### config.mk
export PLATFORM = sky130hd
export DESIGN_NAME = button_conditioner_flat
export DESIGN_NICKNAME = d
export VERILOG_FILES = /design/src/rtl/button_conditioner_pkg.sv /design/src/rtl/button_conditioner_if.sv /design/src/rtl/button_conditioner_debounce_bit.sv /design/src/rtl/button_conditioner.sv /design/src/flat_wrapper.sv
export SDC_FILE = /design/constraint.sdc
export NUM_CORES = 1
export LEC_CHECK = 0
export ABC_AREA = 0
export BUFFER_PORTS_ARGS = -buffer_cell sky130_fd_sc_hd__buf_4
export CAP_MARGIN = 20
export CORE_MARGIN = 2
export CORE_UTILIZATION = 55
export DETAILED_ROUTE_END_ITERATION = 7
export PLACE_DENSITY = 0.83
export SLEW_MARGIN = 10
export SYNTH_ARGS = -nofsm -noshare
export SYNTH_HDL_FRONTEND = slang
export SYNTH_HIERARCHICAL = 1
export SYNTH_SLANG_ARGS = --single-unit
### constraint.sdc
create_clock -name clk -period 3.15 [get_ports clk]
set_clock_uncertainty 0.05 [all_clocks]
set_input_delay 0.315 -clock clk [delete_from_list [all_inputs] [get_ports clk]]
set_output_delay 0.315 -clock clk [all_outputs]
set_load 0.01 [all_outputs]
### src/rtl/button_conditioner_pkg.sv
// Shared definitions for the button conditioner: default parameter values
// and the encoding of the sys_reset state machine.
package button_conditioner_pkg;

  localparam int DEF_NUM_BUTTONS     = 5;
  localparam int DEF_DEBOUNCE_CYCLES = 16;
  localparam int DEF_RESET_STRETCH   = 4;
  localparam int DEF_RESET_BUTTON    = 0;

  // sys_reset is high in HELD and STRETCH, low only in IDLE
  typedef enum logic [1:0] {
    ST_IDLE    = 2'd0,
    ST_HELD    = 2'd1,
    ST_STRETCH = 2'd2
  } rst_state_e;

endpackage

### src/rtl/button_conditioner_if.sv
// Button bundle between the board side (raw buttons) and the conditioner
// outputs feeding the AVR system.
interface button_conditioner_if
  import button_conditioner_pkg::*;
#(
  parameter int NUM_BUTTONS = DEF_NUM_BUTTONS
);

  logic [NUM_BUTTONS-1:0] buttons_raw;
  logic [NUM_BUTTONS-1:0] buttons;
  logic [NUM_BUTTONS-1:0] pressed;
  logic [NUM_BUTTONS-1:0] released;
  logic                   sys_reset;

  // master: drives the raw buttons and consumes conditioned results
  modport master (
    output buttons_raw,
    input  buttons,
    input  pressed,
    input  released,
    input  sys_reset
  );

  // slave: the conditioner itself
  modport slave (
    input  buttons_raw,
    output buttons,
    output pressed,
    output released,
    output sys_reset
  );

endinterface

### src/rtl/button_conditioner_debounce_bit.sv
// One button channel: two-flop synchronizer, mismatch counter that accepts a
// new level after DEBOUNCE_CYCLES consecutive differing samples, and
// registered one-cycle pressed/released pulses.
module debounce_bit
  import button_conditioner_pkg::*;
#(
  parameter int DEBOUNCE_CYCLES = DEF_DEBOUNCE_CYCLES
) (
  input  logic clk,
  input  logic reset_n,
  input  logic raw,
  output logic level,
  output logic level_next,
  output logic pressed,
  output logic released
);

  localparam int              CW       = $clog2(DEBOUNCE_CYCLES);
  localparam logic [CW-1:0]   CNT_LAST = CW'(DEBOUNCE_CYCLES - 1);
  localparam logic [CW-1:0]   CNT_ONE  = CW'(1);

  logic          sync1_reg;
  logic          sync2_reg;
  logic [CW-1:0] cnt_reg;
  logic [CW-1:0] cnt_next;
  logic          level_reg;
  logic          accept;
  logic          pressed_reg;
  logic          released_reg;

  // Bring the asynchronous board input into the clk domain
  always_ff @(posedge clk or negedge reset_n) begin
    if (!reset_n) begin
      sync1_reg <= 1'b0;
      sync2_reg <= 1'b0;
    end else begin
      sync1_reg <= raw;
      sync2_reg <= sync1_reg;
    end
  end

  // Count consecutive mismatches; any agreeing sample restarts the count
  always_comb begin
    cnt_next   = '0;
    level_next = level_reg;
    accept     = 1'b0;
    if (sync2_reg != level_reg) begin
      if (cnt_reg == CNT_LAST) begin
        accept     = 1'b1;
        level_next = sync2_reg;
      end else begin
        cnt_next = cnt_reg + CNT_ONE;
      end
    end
  end

  // Debounced level, counter and edge pulses aligned to the new level
  always_ff @(posedge clk or negedge reset_n) begin
    if (!reset_n) begin
      cnt_reg      <= '0;
      level_reg    <= 1'b0;
      pressed_reg  <= 1'b0;
      released_reg <= 1'b0;
    end else begin
      cnt_reg      <= cnt_next;
      level_reg    <= level_next;
      pressed_reg  <= accept & sync2_reg;
      released_reg <= accept & ~sync2_reg;
    end
  end

  assign level    = level_reg;
  assign pressed  = pressed_reg;
  assign released = released_reg;

endmodule

### src/rtl/button_conditioner.sv
// Debounces every board button and derives a stretched system reset from
// the designated reset button. The reset FSM looks at the level each
// button is about to take, so sys_reset rises on the same edge as the
// debounced reset button and the stretch starts on the edge it falls.
module button_conditioner
  import button_conditioner_pkg::*;
#(
  parameter int NUM_BUTTONS     = DEF_NUM_BUTTONS,
  parameter int DEBOUNCE_CYCLES = DEF_DEBOUNCE_CYCLES,
  parameter int RESET_STRETCH   = DEF_RESET_STRETCH,
  parameter int RESET_BUTTON    = DEF_RESET_BUTTON
) (
  input  logic                clk,
  input  logic                reset_n,
  button_conditioner_if.slave bus
);

  localparam int            SW           = $clog2(RESET_STRETCH);
  localparam logic [SW-1:0] STRETCH_LAST = SW'(RESET_STRETCH - 1);
  localparam logic [SW-1:0] STRETCH_ONE  = SW'(1);

  logic [NUM_BUTTONS-1:0] level_w;
  logic [NUM_BUTTONS-1:0] level_next_w;
  logic [NUM_BUTTONS-1:0] pressed_w;
  logic [NUM_BUTTONS-1:0] released_w;

  rst_state_e    state_reg;
  rst_state_e    state_next;
  logic [SW-1:0] stretch_cnt_reg;
  logic [SW-1:0] stretch_cnt_next;
  logic          sys_reset_reg;
  logic          rst_btn;

  generate
    for (genvar gi = 0; gi < NUM_BUTTONS; gi++) begin : g_bit
      debounce_bit #(
        .DEBOUNCE_CYCLES(DEBOUNCE_CYCLES)
      ) u_bit (
        .clk       (clk),
        .reset_n   (reset_n),
        .raw       (bus.buttons_raw[gi]),
        .level     (level_w[gi]),
        .level_next(level_next_w[gi]),
        .pressed   (pressed_w[gi]),
        .released  (released_w[gi])
      );
    end
  endgenerate

  assign rst_btn = level_next_w[RESET_BUTTON];

  // Next state of the reset FSM and its stretch counter
  always_comb begin
    state_next       = state_reg;
    stretch_cnt_next = stretch_cnt_reg;
    case (state_reg)
      ST_IDLE: begin
        if (rst_btn) state_next = ST_HELD;
      end
      ST_HELD: begin
        if (!rst_btn) begin
          state_next       = ST_STRETCH;
          stretch_cnt_next = '0;
        end
      end
      ST_STRETCH: begin
        if (rst_btn) begin
          state_next       = ST_HELD;
          stretch_cnt_next = '0;
        end else if (stretch_cnt_reg == STRETCH_LAST) begin
          state_next       = ST_IDLE;
          stretch_cnt_next = '0;
        end else begin
          stretch_cnt_next = stretch_cnt_reg + STRETCH_ONE;
        end
      end
      default: begin
        state_next       = ST_STRETCH;
        stretch_cnt_next = '0;
      end
    endcase
  end

  // FSM registers; coming out of reset behaves like a fresh stretch
  always_ff @(posedge clk or negedge reset_n) begin
    if (!reset_n) begin
      state_reg       <= ST_STRETCH;
      stretch_cnt_reg <= '0;
      sys_reset_reg   <= 1'b1;
    end else begin
      state_reg       <= state_next;
      stretch_cnt_reg <= stretch_cnt_next;
      sys_reset_reg   <= (state_next != ST_IDLE);
    end
  end

  assign bus.buttons   = level_w;
  assign bus.pressed   = pressed_w;
  assign bus.released  = released_w;
  assign bus.sys_reset = sys_reset_reg;

endmodule

### src/flat_wrapper.sv
// flat-port wrapper written by rule: the top's interface ports become plain ports
module button_conditioner_flat import button_conditioner_pkg::*;
#(
  parameter int NUM_BUTTONS     = DEF_NUM_BUTTONS,
  parameter int DEBOUNCE_CYCLES = DEF_DEBOUNCE_CYCLES,
  parameter int RESET_STRETCH   = DEF_RESET_STRETCH,
  parameter int RESET_BUTTON    = DEF_RESET_BUTTON
)
  (clk, reset_n, bus_buttons_raw, bus_buttons, bus_pressed, bus_released, bus_sys_reset);
  button_conditioner_if #(.NUM_BUTTONS(NUM_BUTTONS)) bus_i ();
  input  logic clk;
  input  logic reset_n;
  input wire logic [$bits(bus_i.buttons_raw)-1:0] bus_buttons_raw;
  output wire logic [$bits(bus_i.buttons)-1:0] bus_buttons;
  output wire logic [$bits(bus_i.pressed)-1:0] bus_pressed;
  output wire logic [$bits(bus_i.released)-1:0] bus_released;
  output wire logic [$bits(bus_i.sys_reset)-1:0] bus_sys_reset;
  assign bus_i.buttons_raw = bus_buttons_raw;
  assign bus_buttons = bus_i.buttons;
  assign bus_pressed = bus_i.pressed;
  assign bus_released = bus_i.released;
  assign bus_sys_reset = bus_i.sys_reset;
  button_conditioner #(.NUM_BUTTONS(NUM_BUTTONS), .DEBOUNCE_CYCLES(DEBOUNCE_CYCLES), .RESET_STRETCH(RESET_STRETCH), .RESET_BUTTON(RESET_BUTTON)) u_core (.clk(clk), .reset_n(reset_n), .bus(bus_i));
endmodule
### Word level (Yosys, flattened, before mapping)

Index checks and enable logic that the tools add are counted.

| word-level totals | value |
|---|---|
| flip-flop bits (word level) | 50 |
| output and inout bits | 16 |

| operators by class | value |
|---|---|
| add/sub/neg operators | 6 |
| eq/ne operators | 14 |
| reduce and logical (&&, ||, !) cells | 7 |
| muxes and demuxes | 31 |
| bitwise logic cells | 16 |

Operator list:

| cell | number |
|---|---|
| $mux 4 | 10 |
| $add 4x1->4 const B | 5 |
| $eq 4x4->1 const B | 5 |
| $mux 2 | 7 |
| $mux 1 | 12 |
| $pmux 2 s3 | 2 |
| $and 1x1->1 | 10 |
| $reduce_and 2->1 | 5 |
| $not 1->1 | 6 |
| $ne 1x1->1 | 5 |
| $eq 2x2->1 const B | 2 |
| $add 2x1->2 const B | 1 |
| $eq 2x1->1 const B | 1 |
| $logic_not 2->1 | 1 |
| $ne 2x2->1 const B | 1 |
| $reduce_bool 2->1 | 1 |

### Depth between registers and ports, before layout

Gate-level depths: netlist of run 1.

| logic depth | value |
|---|---|
| depth in word-level cells | 6 |
| gate-level depth with buffers | 5 |

### Cells and area by module

The synthesis of run 1 kept the hierarchy.

By module, submodules not included:

| module | instances | cells an instance | area an instance (um^2) |
|---|---|---|---|
| debounce_bit | 5 | 24 | 345.3 |
| button_conditioner | 1 | 19 | 226.5 |

### Worst setup path after synthesis of run 1

Ideal clock, no wire load.

| timing | value |
|---|---|
| path kind | register to register |
| start | register u_core.g_bit[0].u_bit.cnt_reg[0] |
| end | register u_core.sys_reset_reg (netlist: u_core/bus.sys_reset) |
| stages on the path, launching flop included | 6 |
| data arrival time | 1517 ps |
| data required time | 3023 ps |
| period minus slack after synthesis | 1644 ps |
| library setup time | 77 ps |
| setup slack | 1506 ps |
| cells stage by stage | dfrtp_1 > ha_1 > nand3_2 > mux2_4 > or2_2 > a21o_2 |

| on the way | value |
|---|---|
| word-level cells in the longest chain between the ends | 6 |

Ends and longest elaborated chain:

| element | RTL line | text |
|---|---|---|
| start: declaration | button_conditioner_debounce_bit.sv:24 | `logic [CW-1:0] cnt_reg;` |
| start signal: assignment | button_conditioner_debounce_bit.sv:65 | `cnt_reg <= cnt_next;` |
| $eq 4x4->1 (*) | button_conditioner_debounce_bit.sv:48 | `if (cnt_reg == CNT_LAST) begin` |
| $mux 1 (*) | button_conditioner_debounce_bit.sv:48 |  |
| $mux 1 (*) | button_conditioner_debounce_bit.sv:47 | `if (sync2_reg != level_reg) begin` |
| net u_core.level_next_w[0] | button_conditioner.sv:23 | `logic [NUM_BUTTONS-1:0] level_next_w;` |
| $mux 2 (on tied branches) | button_conditioner.sv:67, button_conditioner.sv:58, button_conditioner.sv:61 |  |
| $pmux 2 s3 (*) | button_conditioner.sv:56 | `case (state_reg)` |
| $reduce_bool 2->1 (*) | button_conditioner.sv:93 | `sys_reset_reg <= (state_next != ST_IDLE);` |
| end signal: assignment | button_conditioner.sv:93 |  |
| end: declaration | button_conditioner.sv:31 | `logic sys_reset_reg;` |

Mark *: on every way through the listed nets, which the timed path passes. The rest lies on a longest branch.
A chain may end at the register's enable or synchronous reset.

### Final worst setup path of run 1

| timing | value |
|---|---|
| start | register u_core.g_bit[0].u_bit.cnt_reg[0] |
| end | register u_core.stretch_cnt_reg[0] |

| on the way | value |
|---|---|
| word-level cells in the longest chain between the ends | 5 |

Ends and longest elaborated chain:

| element | RTL line | text |
|---|---|---|
| $eq 4x4->1 (*) | button_conditioner_debounce_bit.sv:48 |  |
| $mux 1 (*) | button_conditioner_debounce_bit.sv:48 |  |
| $mux 1 (*) | button_conditioner_debounce_bit.sv:47 |  |
| net u_core.level_next_w[0] | button_conditioner.sv:23 |  |
| $mux 2 or $ne 2x2->1 (tied branches) | n/a |  |
| $pmux 2 s3 or $reduce_and 2->1 (tied branches) | n/a |  |
| end signal: assignment | button_conditioner.sv:92 | `stretch_cnt_reg <= stretch_cnt_next;` |
| end: declaration | button_conditioner.sv:29 | `logic [SW-1:0] stretch_cnt_reg;` |

Marked as above.

==> key figures, run 1 <==
Status
  – Run status: finished, final reports clean

Clocking
  – Num Clock Sinks: 50
  – Htree depth: 2
  – Post-CTS Setup Bufs: 0
  – TritonCTS Buffers: 5
  – Clock-pin slew on the worst setup and hold paths: 0.15 ns
  – TritonCTS clock tree: yes
  – Clock Path Buffers: 2
  – CTS Root Buffer Type: clkbuf_4
  – Skew-Pair Late Insertion Delay: 0.35 ns

Timing
  – Fmax: 574 MHz
  – TNS Setup: 0 ns
  – Slew margin rel.: 0.607
  – Unrepaired setup endpoints after global routing: false
  – Worst-margin pin slew: 0.590 ns
  – Final hold violation count: 0
  – # setup viols final: 0
  – Tcrit/Tclk final: 0.554
  – Fin. max-slew vios: 0
  – Period minus WS final: 1.74 ns

Floorplanning
  – Die area: 4040 um2
  – Initial Util: 0.581
  – Number of placement rows: 21
  – Core area: 3360 um2
  – Die H: 63.6 um
  – Die W: 63.6 um
  – Top Ports: 23

Critical path
  – Worst path arrival time: 1.95 ns
  – Worst Path Required: 3.36 ns
  – CP top delay family: flip-flops
  – CP Capture Type: register
  – Crit path max-delay cell type: dfrtp_1
  – Worst-path maximum fanout: 5
  – Max incr delay on CP: 0.44 ns
  – Crit path kind: register to register
  – Buf/Inv on CP: 0
  – CP Launch Type: register
  – CP Cell Sequence: ha_1 > nand3_2 > mux2_4 > or2_2 > o32ai_1

Finish
  – # nets final: 187
  – Commonest non-fill, non-tap cell in the layout: dfrtp_1
  – Number of flip-flops in the largest register: 20
  – Antenna Cells: 0
  – Fin area: 2320 um2
  – Share of layout cells above drive strength 1: 0.286
  – P&R area growth vs syn: 18.7%
  – Most frequent cells in the layout: dfrtp_1 (48), buf_4 (22), xnor2_1 (10), nor3b_1 (10), a21oi_1 (10)

GRT
  – Vias in the first global route: 1,247
  – Global route total overflow: 0
  – All-Layer GR Usage: 0.180
  – Initial antenna violation count: 0
  – Pin count of the biggest net entering global routing: 51
  – First-pass GRT wire length: 5580 um

Placed design
  – Placed Area: 2180 um2
  – Port Buffer Count: 22
  – DP HPWL: 2100 um
  – RePlAce Congestion: 0.695

Drt
  – Post-DRT Antenna Nets: 0
  – Total number of vias: 1,169
  – DR WL/cell: 14.1 um
  – DR iter-0 viols: 67
  – DRC errors left: 0
  – DR vias/cell: 5.29
  – Number of detailed-routing iterations run before antenna repair: 4
  – Final WL: 3110 um

Synth
  – Register area share after synthesis: 0.642
  – Top cell type by total area after synthesis: dfrtp_1
  – Post-synth top area share: 0.615
  – Synth Instances: 139
  – Synth warn: 6
  – Post-synthesis cell type count: 21
  – Synth top area cells: dfrtp_1 (61%), xnor2_1 (4.5%), ha_1 (3.8%), mux2_4 (3.8%), nor3b_1 (3.8%)
  – Syn Std Cell Area: 1950 um2
  – Synth Area per Inst: 14.1 um2
  – Syn nets: 152
  – Synth Register Bits: 50

Job
  – Max Cap Violations: 0

Min path
  – Worst Hold Class: register to register

Power and ir drop
  – Power per Cell Area: 489 nW/um2
  – Static leakage: 1.06 nW
  – Worst VDD drop: 0.386 mV
[final timing paths]
kind                            slack [ns]  cells past startpoint                              from                                to
worst max-delay path                  1.41                      5  u_core/g_bit[0].u_bit/cnt_reg[0]         u_core/stretch_cnt_reg[0]
worst min-delay path                  0.32                      0   u_core/g_bit[3].u_bit/sync1_reg   u_core/g_bit[3].u_bit/sync2_reg
worst max register to register        1.41                      5  u_core/g_bit[0].u_bit/cnt_reg[0]         u_core/stretch_cnt_reg[0]
worst min register to register        0.32                      0   u_core/g_bit[3].u_bit/sync1_reg   u_core/g_bit[3].u_bit/sync2_reg
max in group asynchronous             2.22                      2                           reset_n  u_core/g_bit[2].u_bit/cnt_reg[0]
min in group asynchronous             0.44                      2                           reset_n  u_core/g_bit[1].u_bit/cnt_reg[3]
[report_power, final]
part	total (mW)	internal (mW)	switching, mW
registers	0.696	0.669	0.0263
logic	0.0736	0.0375	0.0361
clock network	0.364	0.167	0.197
[per-layer routing]
layer | global-route usage | part of all wire | vias to the layer above
li1 | - | - | 553
met1 | 0.214 | 0.43 | 587
met2 | 0.312 | 0.52 | 25
met3 | 0.0446 | 0.039 | 4
met4 | 0.0707 | 0.0090 | 0
met5 | 0 | 0 | -
[layout make-up]
| cell class | count | area (um2) |
|---|---|---|
| clock inverter | 3 | 45.0 |
| tap | 46 | 57.6 |
| multi-input combinational | 81 | 669 |
| sequential | 50 | 1250 |
| fill | 247 | 1040 |
| timing repair buffer | 28 | 225 |
| inverter | 8 | 30.0 |
| clock buffer | 5 | 37.5 |
[stage by stage]
step	hold WS (ns)	power (mW)	setup slack [ns]	instances	utilization
2_1_floorplan	-0.0306	0.743	1.51	139	-
3_3_place_gp	0.286	0.768	1.48	207	0.647
3_5_place_dp	0.285	0.776	1.43	207	0.647
4_1_cts	0.00354	1.14	1.40	219	0.683
5_1_grt	0.329	1.19	1.31	221	0.689
6_report	0.317	1.13	1.41	221	0.689
[kinds of logic (layout without fill, tap and decap cells)]
group | Yosys count | in the layout | share of synthesized area
adder cells (fa/ha/maj) | 6 | 6 | 0.0384
AND/OR/NAND/NOR | 39 | 39 | 0.157
AO/OA/AOI/OAI | 21 | 21 | 0.0641
multiplexers | 5 | 5 | 0.0384
flip-flops | 50 | 50 | 0.642
XOR/XNOR | 10 | 10 | 0.0448
buffers and inverters | 8 | 44 | 0.0154
[timing repair]
item                                    in CTS  in global routing
hold endpoints to repair                    51                  2
hold buffers                                 4                  2
resized for setup                            0                  0
endpoints found under the setup margin       0                  0
[cell usage after synthesis]
master and count:
nand2_1 1, nor3b_2 5, o21bai_1 1, nor2_1 5, o32ai_1 2, dfstp_2 2
xnor2_1 10, a21oi_1 10, or2_2 1, o21ai_0 5, ha_1 6, inv_1 8
a21boi_0 1, nor3b_1 10, nand4b_1 5, a21o_2 2, or3b_1 1, dfrtp_1 48
nand3_2 5, nor2b_1 6, mux2_4 5
Power figures use the tool's default switching activity.
==> run 2: changes to the inputs <==
- CORE_UTILIZATION: 55 -> 51
- PLACE_DENSITY: 0.83 -> 0.81
- clock period: 3.15 -> 1.4 ns (I/O delays scaled with it)
==> key figures, run 2 (synthesized netlist as in run 1, its figures left out) <==
GRT
  – Pin count of the biggest net entering global routing: 51 (unchanged)
  – Vias in the first global route: 1,202 (-3.6%)
  – Global route total overflow: 0 (unchanged)
  – First-pass GRT wire length: 5380 um (-3.6%)
  – Initial antenna violation count: 0 (unchanged)
  – All-Layer GR Usage: 0.167 (-0.0126)

Min path
  – Hold Crit Endpoint: u_core/g_bit[1].u_bit/sync2_reg
  – Worst hold start: u_core/g_bit[1].u_bit/sync1_reg
  – Worst Hold Class: register to register
  – Hold depth: 0 (unchanged)

Critical path
  – CP Cell Sequence: ha_2 > nand3_4 > mux2_4 > or2_4 > a21o_2
  – R2r endpoint: u_core/bus.sys_reset
  – Max incr delay on CP: 0.40 ns (-0.04 ns)
  – Worst-path maximum fanout: 3 (-2)
  – Crit path max-delay cell type: dfrtp_1
  – CP Capture Type: register
  – Worst Path Required: 1.58 ns (-1.78 ns)
  – Worst reg2reg path startpoint: u_core/g_bit[0].u_bit/cnt_reg[0]
  – CP Launch Type: register
  – Crit path kind: register to register
  – R2R setup slack: -0.15 ns (-1.56 ns)
  – Worst path arrival time: 1.74 ns (-0.21 ns)
  – Worst R2R Path Depth: 5 (unchanged)

Drt
  – Met2 WL: 1750 um (+8.6%)
  – DR WL/cell: 14.1 um (+0.31%)
  – DR vias/cell: 5.02 (-5.2%)
  – Number of detailed-routing iterations run before antenna repair: 4 (unchanged)
  – Final WL: 3300 um (+6.2%)
  – Total number of vias: 1,174 (+0.43%)
  – Post-DRT Antenna Nets: 0 (unchanged)
  – Top Metal Used: met4
  – DRC errors left: 0 (unchanged)
  – Routed length on met3: 141 um (+17%)
  – M1 wire length: 1350 um (+0.22%)
  – DR iter-0 viols: 44 (-34%)

Timing
  – Slew margin rel.: 0.602 (-0.00520)
  – Final WS setup: -0.154 ns (-1.56 ns)
  – TNS Setup: -0.464 ns (-0.464 ns)
  – Period minus WS final: 1.55 ns (-0.190 ns)
  – Fmax: 643 MHz (+12%)
  – Tcrit/Tclk final: 1.11 (+0.556)
  – Fin. max-slew vios: 0 (unchanged)
  – # setup viols final: 5 (+5)
  – Worst-margin pin slew: 0.597 ns (+0.00780 ns)
  – Final hold violation count: 0 (unchanged)
  – Unrepaired setup endpoints after global routing: true

Floorplanning
  – Number of placement rows: 22 (+4.8%)
  – Die W: 65.9 um (+3.6%)
  – Core area: 3660 um2 (+8.9%)
  – Top Ports: 23 (unchanged)
  – Initial Util: 0.533 (-0.0472)
  – Die area: 4340 um2 (+7.3%)
  – Die H: 65.9 um (+3.6%)

Finish
  – Number of flip-flops in the largest register: 20 (unchanged)
  – Filler cell count in the final layout: 273 (+11%)
  – Post-layout util: 0.676 (-0.0134)
  – # nets final: 198 (+5.9%)
  – Most frequent cells in the layout: dfrtp_1 (48), buf_4 (32), xnor2_1 (10), a21oi_1 (10)
  – Antenna Cells: 0 (unchanged)
  – Share of layout cells above drive strength 1: 0.360 (+0.0745)
  – P&R area growth vs syn: 26.7%
  – Commonest non-fill, non-tap cell in the layout: dfrtp_1

Power and ir drop
  – Power per Cell Area: 1090 nW/um2 (+120%)
  – Worst VDD drop: 0.727 mV (+88%)
  – Static leakage: 1.14 nW (+7.6%)

Job
  – Max Cap Violations: 0 (unchanged)

Status
  – Failing checks: setup timing
  – Run status: finished, violations left

Clocking
  – TritonCTS Buffers: 5 (unchanged)
  – Skew-Pair Late Insertion Delay: 0.29 ns (-0.06 ns)
  – Clock-pin slew on the worst setup and hold paths: 0.08 ns (-0.07 ns)
  – TritonCTS clock tree: yes
  – CTS Root Buffer Type: clkbuf_8
  – Num Clock Sinks: 50 (unchanged)
  – Clock Path Buffers: 2 (unchanged)
  – Htree depth: 2 (unchanged)

Placed design
  – DP HPWL: 2140 um (+1.8%)
  – Place WS: -0.146 ns (-1.57 ns)
  – RePlAce Congestion: 0.748 (+7.6%)
  – Port Buffer Count: 22 (unchanged)
-- run 2: cell count changes in the layout (fill, tap and decap cells not counted), moves of 2 or more --
cell        change
buf_4          +10
clkbuf_8        +8
clkbuf_4        -5
clkinvlp_4      -2
nor3b_1         -2
nor3b_2         +2
o32ai_1         -2
o32ai_2         +2
-- run 2: per-layer routing --
metal / track usage / vias up
met4: 0.0781 / 0
met1: 0.187 / 568
met5: 0 / -
met3: 0.0392 / 7
met2: 0.298 / 29
li1: - / 570
-- run 2: through the flow --
step	instances	power [mW]	cell area [um2]	hold WS, ns
after floorplan	139	1.67	1960	-0.206
after CTS	230	2.71	2420	0.309
after global routing	234	2.81	2470	0.319
after detailed placement	213	1.76	2210	0.141
final	234	2.70	2470	0.309
after global placement	213	1.74	2210	0.132
-- run 2: final cells by class --
class / instances / area, um2 / share of cell area
Tap cell: 48 / 60.1 / 0.0243
Clock buffer: 8 / 110 / 0.0445
Sequential cell: 50 / 1250 / 0.507
Inverter: 8 / 30.0 / 0.0121
Timing Repair Buffer: 39 / 312 / 0.126
Multi-Input combinational cell: 81 / 709 / 0.287
-- run 2: how the worst max path moves through the flow --
stage	endpoint	cells after the start	start	slack (ns)
finish	u_core/bus.sys_reset	5	u_core/g_bit[0].u_bit/cnt_reg[0]	-0.15
global route	u_core/bus.sys_reset	5	u_core/g_bit[0].u_bit/cnt_reg[0]	-0.19
CTS	u_core/bus.sys_reset	5	u_core/g_bit[0].u_bit/cnt_reg[0]	-0.13
detailed placement	u_core/stretch_cnt_reg[1]	5	u_core/g_bit[0].u_bit/cnt_reg[1]	-0.15
global placement	u_core/bus.sys_reset	5	u_core/g_bit[0].u_bit/cnt_reg[1]	-0.1
floorplan	u_core/bus.sys_reset	5	u_core/g_bit[0].u_bit/cnt_reg[0]	-0.14
-- run 2: worst max-delay path, delay by kind of cell (launching register included) --
kind / cells / cell delay (ns)
and+or+nand+nor: 2 / 0.32
muxes: 1 / 0.32
AOI/OAI and AO/OA: 1 / 0.19
adders and majority gates: 1 / 0.22
DFF: 1 / 0.40
-- run 2: what timing repair did --
action,4_1_cts,5_1_grt
buffers inserted,3,4
resized for setup,2,5
hold buffers,6,0
hold endpoints to repair,53,0
pin swaps,2,4
endpoints found under the setup margin,4,6
-- run 2: power breakdown --
group	leakage [nW]	internal, mW	total (mW)	switching [mW]
Combinational	0.425	0.108	0.202	0.0939
Clock	0.0575	0.499	0.931	0.433
Sequential	0.655	1.50	1.56	0.0580
==> run 3: changes to the inputs <==
- CORE_UTILIZATION: 51 -> 55
- PLACE_DENSITY: 0.81 -> 0.83
- clock period: 1.4 -> 1.7 ns (I/O delays scaled with it)
==> key figures, run 3 (synthesized netlist as in run 1, its figures left out) <==
Timing
  – Period minus WS final: 1.61 ns (+0.0544 ns)
  – Unrepaired setup endpoints after global routing: false
  – TNS Setup: 0 ns (+0.464 ns)
  – # setup viols final: 0 (-5)
  – Final hold violation count: 0 (unchanged)
  – Fmax: 622 MHz (-3.4%)
  – WHS: 0.305 ns (-0.00442 ns)
  – Fin. max-slew vios: 0 (unchanged)
  – Slew margin rel.: 0.609 (+0.00701)
  – Worst-margin pin slew: 0.587 ns (-0.0105 ns)
  – Final WS setup: 0.0915 ns (+0.246 ns)
  – Tcrit/Tclk final: 0.946 (-0.164)

Critical path
  – Crit path kind: register to register
  – CP Capture Type: register
  – CP Launch Type: register
  – Worst-path maximum fanout: 5 (+2)
  – Worst path arrival time: 1.82 ns (+0.08 ns)
  – Worst Path Required: 1.91 ns (+0.33 ns)

GRT
  – Pin count of the biggest net entering global routing: 51 (unchanged)
  – First-pass GRT wire length: 5510 um (+2.4%)
  – All-Layer GR Usage: 0.178 (+0.0107)
  – Global route total overflow: 0 (unchanged)
  – Initial antenna violation count: 0 (unchanged)
  – Vias in the first global route: 1,230 (+2.3%)

Floorplanning
  – Top Ports: 23 (unchanged)
  – Initial Util: 0.581 (+0.0472)
  – Number of placement rows: 21 (-4.5%)
  – Die W: 63.6 um (-3.5%)
  – Die H: 63.6 um (-3.5%)
  – Die area: 4040 um2 (-6.8%)
  – Core area: 3360 um2 (-8.1%)

Status
  – Run status: finished, final reports clean

Clocking
  – Htree depth: 2 (unchanged)
  – Num Clock Sinks: 50 (unchanged)
  – TritonCTS clock tree: yes
  – CTS Root Buffer Type: clkbuf_4
  – Skew-Pair Late Insertion Delay: 0.36 ns (+0.07 ns)
  – Clock Path Buffers: 2 (unchanged)
  – Clock-pin slew on the worst setup and hold paths: 0.14 ns (+0.06 ns)
  – TritonCTS Buffers: 5 (unchanged)

Power and ir drop
  – Power per Cell Area: 890 nW/um2 (-18%)
  – Static leakage: 1.07 nW (-5.8%)
  – Worst VDD drop: 0.701 mV (-3.5%)

Finish
  – Most frequent cells in the layout: dfrtp_1 (48), buf_4 (25), xnor2_1 (10), nor3b_1 (10), a21oi_1 (10)
  – Filler cell count in the final layout: 233 (-15%)
  – Share of layout cells above drive strength 1: 0.292 (-0.0681)
  – Antenna Cells: 0 (unchanged)
  – Number of flip-flops in the largest register: 20 (unchanged)
  – P&R area growth vs syn: 19.6%
  – Commonest non-fill, non-tap cell in the layout: dfrtp_1
  – # nets final: 190 (-4.0%)
  – Fin area: 2340 um2 (-5.6%)

Job
  – Max Cap Violations: 0 (unchanged)

Drt
  – DR vias/cell: 5.25 (+4.7%)
  – Final WL: 3050 um (-7.8%)
  – Number of detailed-routing iterations run before antenna repair: 4 (unchanged)
  – DRC errors left: 0 (unchanged)
  – Total number of vias: 1,177 (+0.26%)
  – DR iter-0 viols: 59 (+34%)
  – DR WL/cell: 13.6 um (-3.6%)
  – Post-DRT Antenna Nets: 0 (unchanged)

Placed design
  – RePlAce Congestion: 0.666 (-11%)
  – Place WS: 0.0458 ns (+0.191 ns)
  – DP HPWL: 2130 um (-0.38%)
  – Placed Area: 2190 um2 (-1.0%)
  – Port Buffer Count: 22 (unchanged)

Min path
  – Worst Hold Class: primary input to async pin
-- run 3: routing by layer --
layer	routed length [um]	vias up	global-route usage
met5	0	-	0
met4	46	0	0.0652
met3	129	6	0.0464
met2	1540	29	0.309
met1	1330	582	0.211
li1	-	560	-
-- run 3: worst paths after layout --
check	from	endpoint	slack [ns]	cells after the start
min in group clk	u_core/g_bit[0].u_bit/sync1_reg	u_core/g_bit[0].u_bit/sync2_reg	0.32	0
setup / recovery	u_core/g_bit[0].u_bit/cnt_reg[0]	u_core/stretch_cnt_reg[1]	0.09	5
setup reg to reg	u_core/g_bit[0].u_bit/cnt_reg[0]	u_core/stretch_cnt_reg[1]	0.09	5
hold / removal	reset_n	u_core/g_bit[3].u_bit/sync1_reg	0.30	2
hold reg to reg	u_core/g_bit[0].u_bit/sync1_reg	u_core/g_bit[0].u_bit/sync2_reg	0.32	0
max in group asynchronous	reset_n	u_core/g_bit[4].u_bit/released	0.90	2
-- run 3: power by group --
group / internal [mW] / switching [mW] / leakage [nW]
registers: 1.24 / 0.0477 / 0.655
clock network: 0.312 / 0.334 / 0.0395
logic: 0.0744 / 0.0699 / 0.377
-- run 3: critical path: stages, from the launching register on --
cell and delay [ns]:
dfrtp_1 0.41, ha_2 0.22, nand3_2 0.08, mux2_4 0.32, or2_2 0.30, o32ai_1 0.15
-- run 3: layout make-up --
cell class                 count  area (um2)  share of cell area
clock buffer                   7        45.0              0.0193
multi-input combinational     81         672               0.288
clock inverter                 1        30.0              0.0129
inverter                       8        30.0              0.0129
timing repair buffer          31         248               0.106
tap                           46        57.6              0.0246
sequential                    50        1250               0.537
-- run 3: metrics by stage --
step,std cells,power (mW),util
5_1_grt,224,2.18,0.695
3_3_place_gp,209,1.42,0.651
6_report,224,2.08,0.695
3_5_place_dp,209,1.44,0.651
4_1_cts,223,2.11,0.692
2_1_floorplan,139,1.38,-
-- run 3: what timing repair did --
item,in CTS,in global routing
setup buffers,0,1
endpoints found under the hold margin,53,0
hold buffers,6,0
endpoints found under the setup margin,0,3
resized for setup,0,1
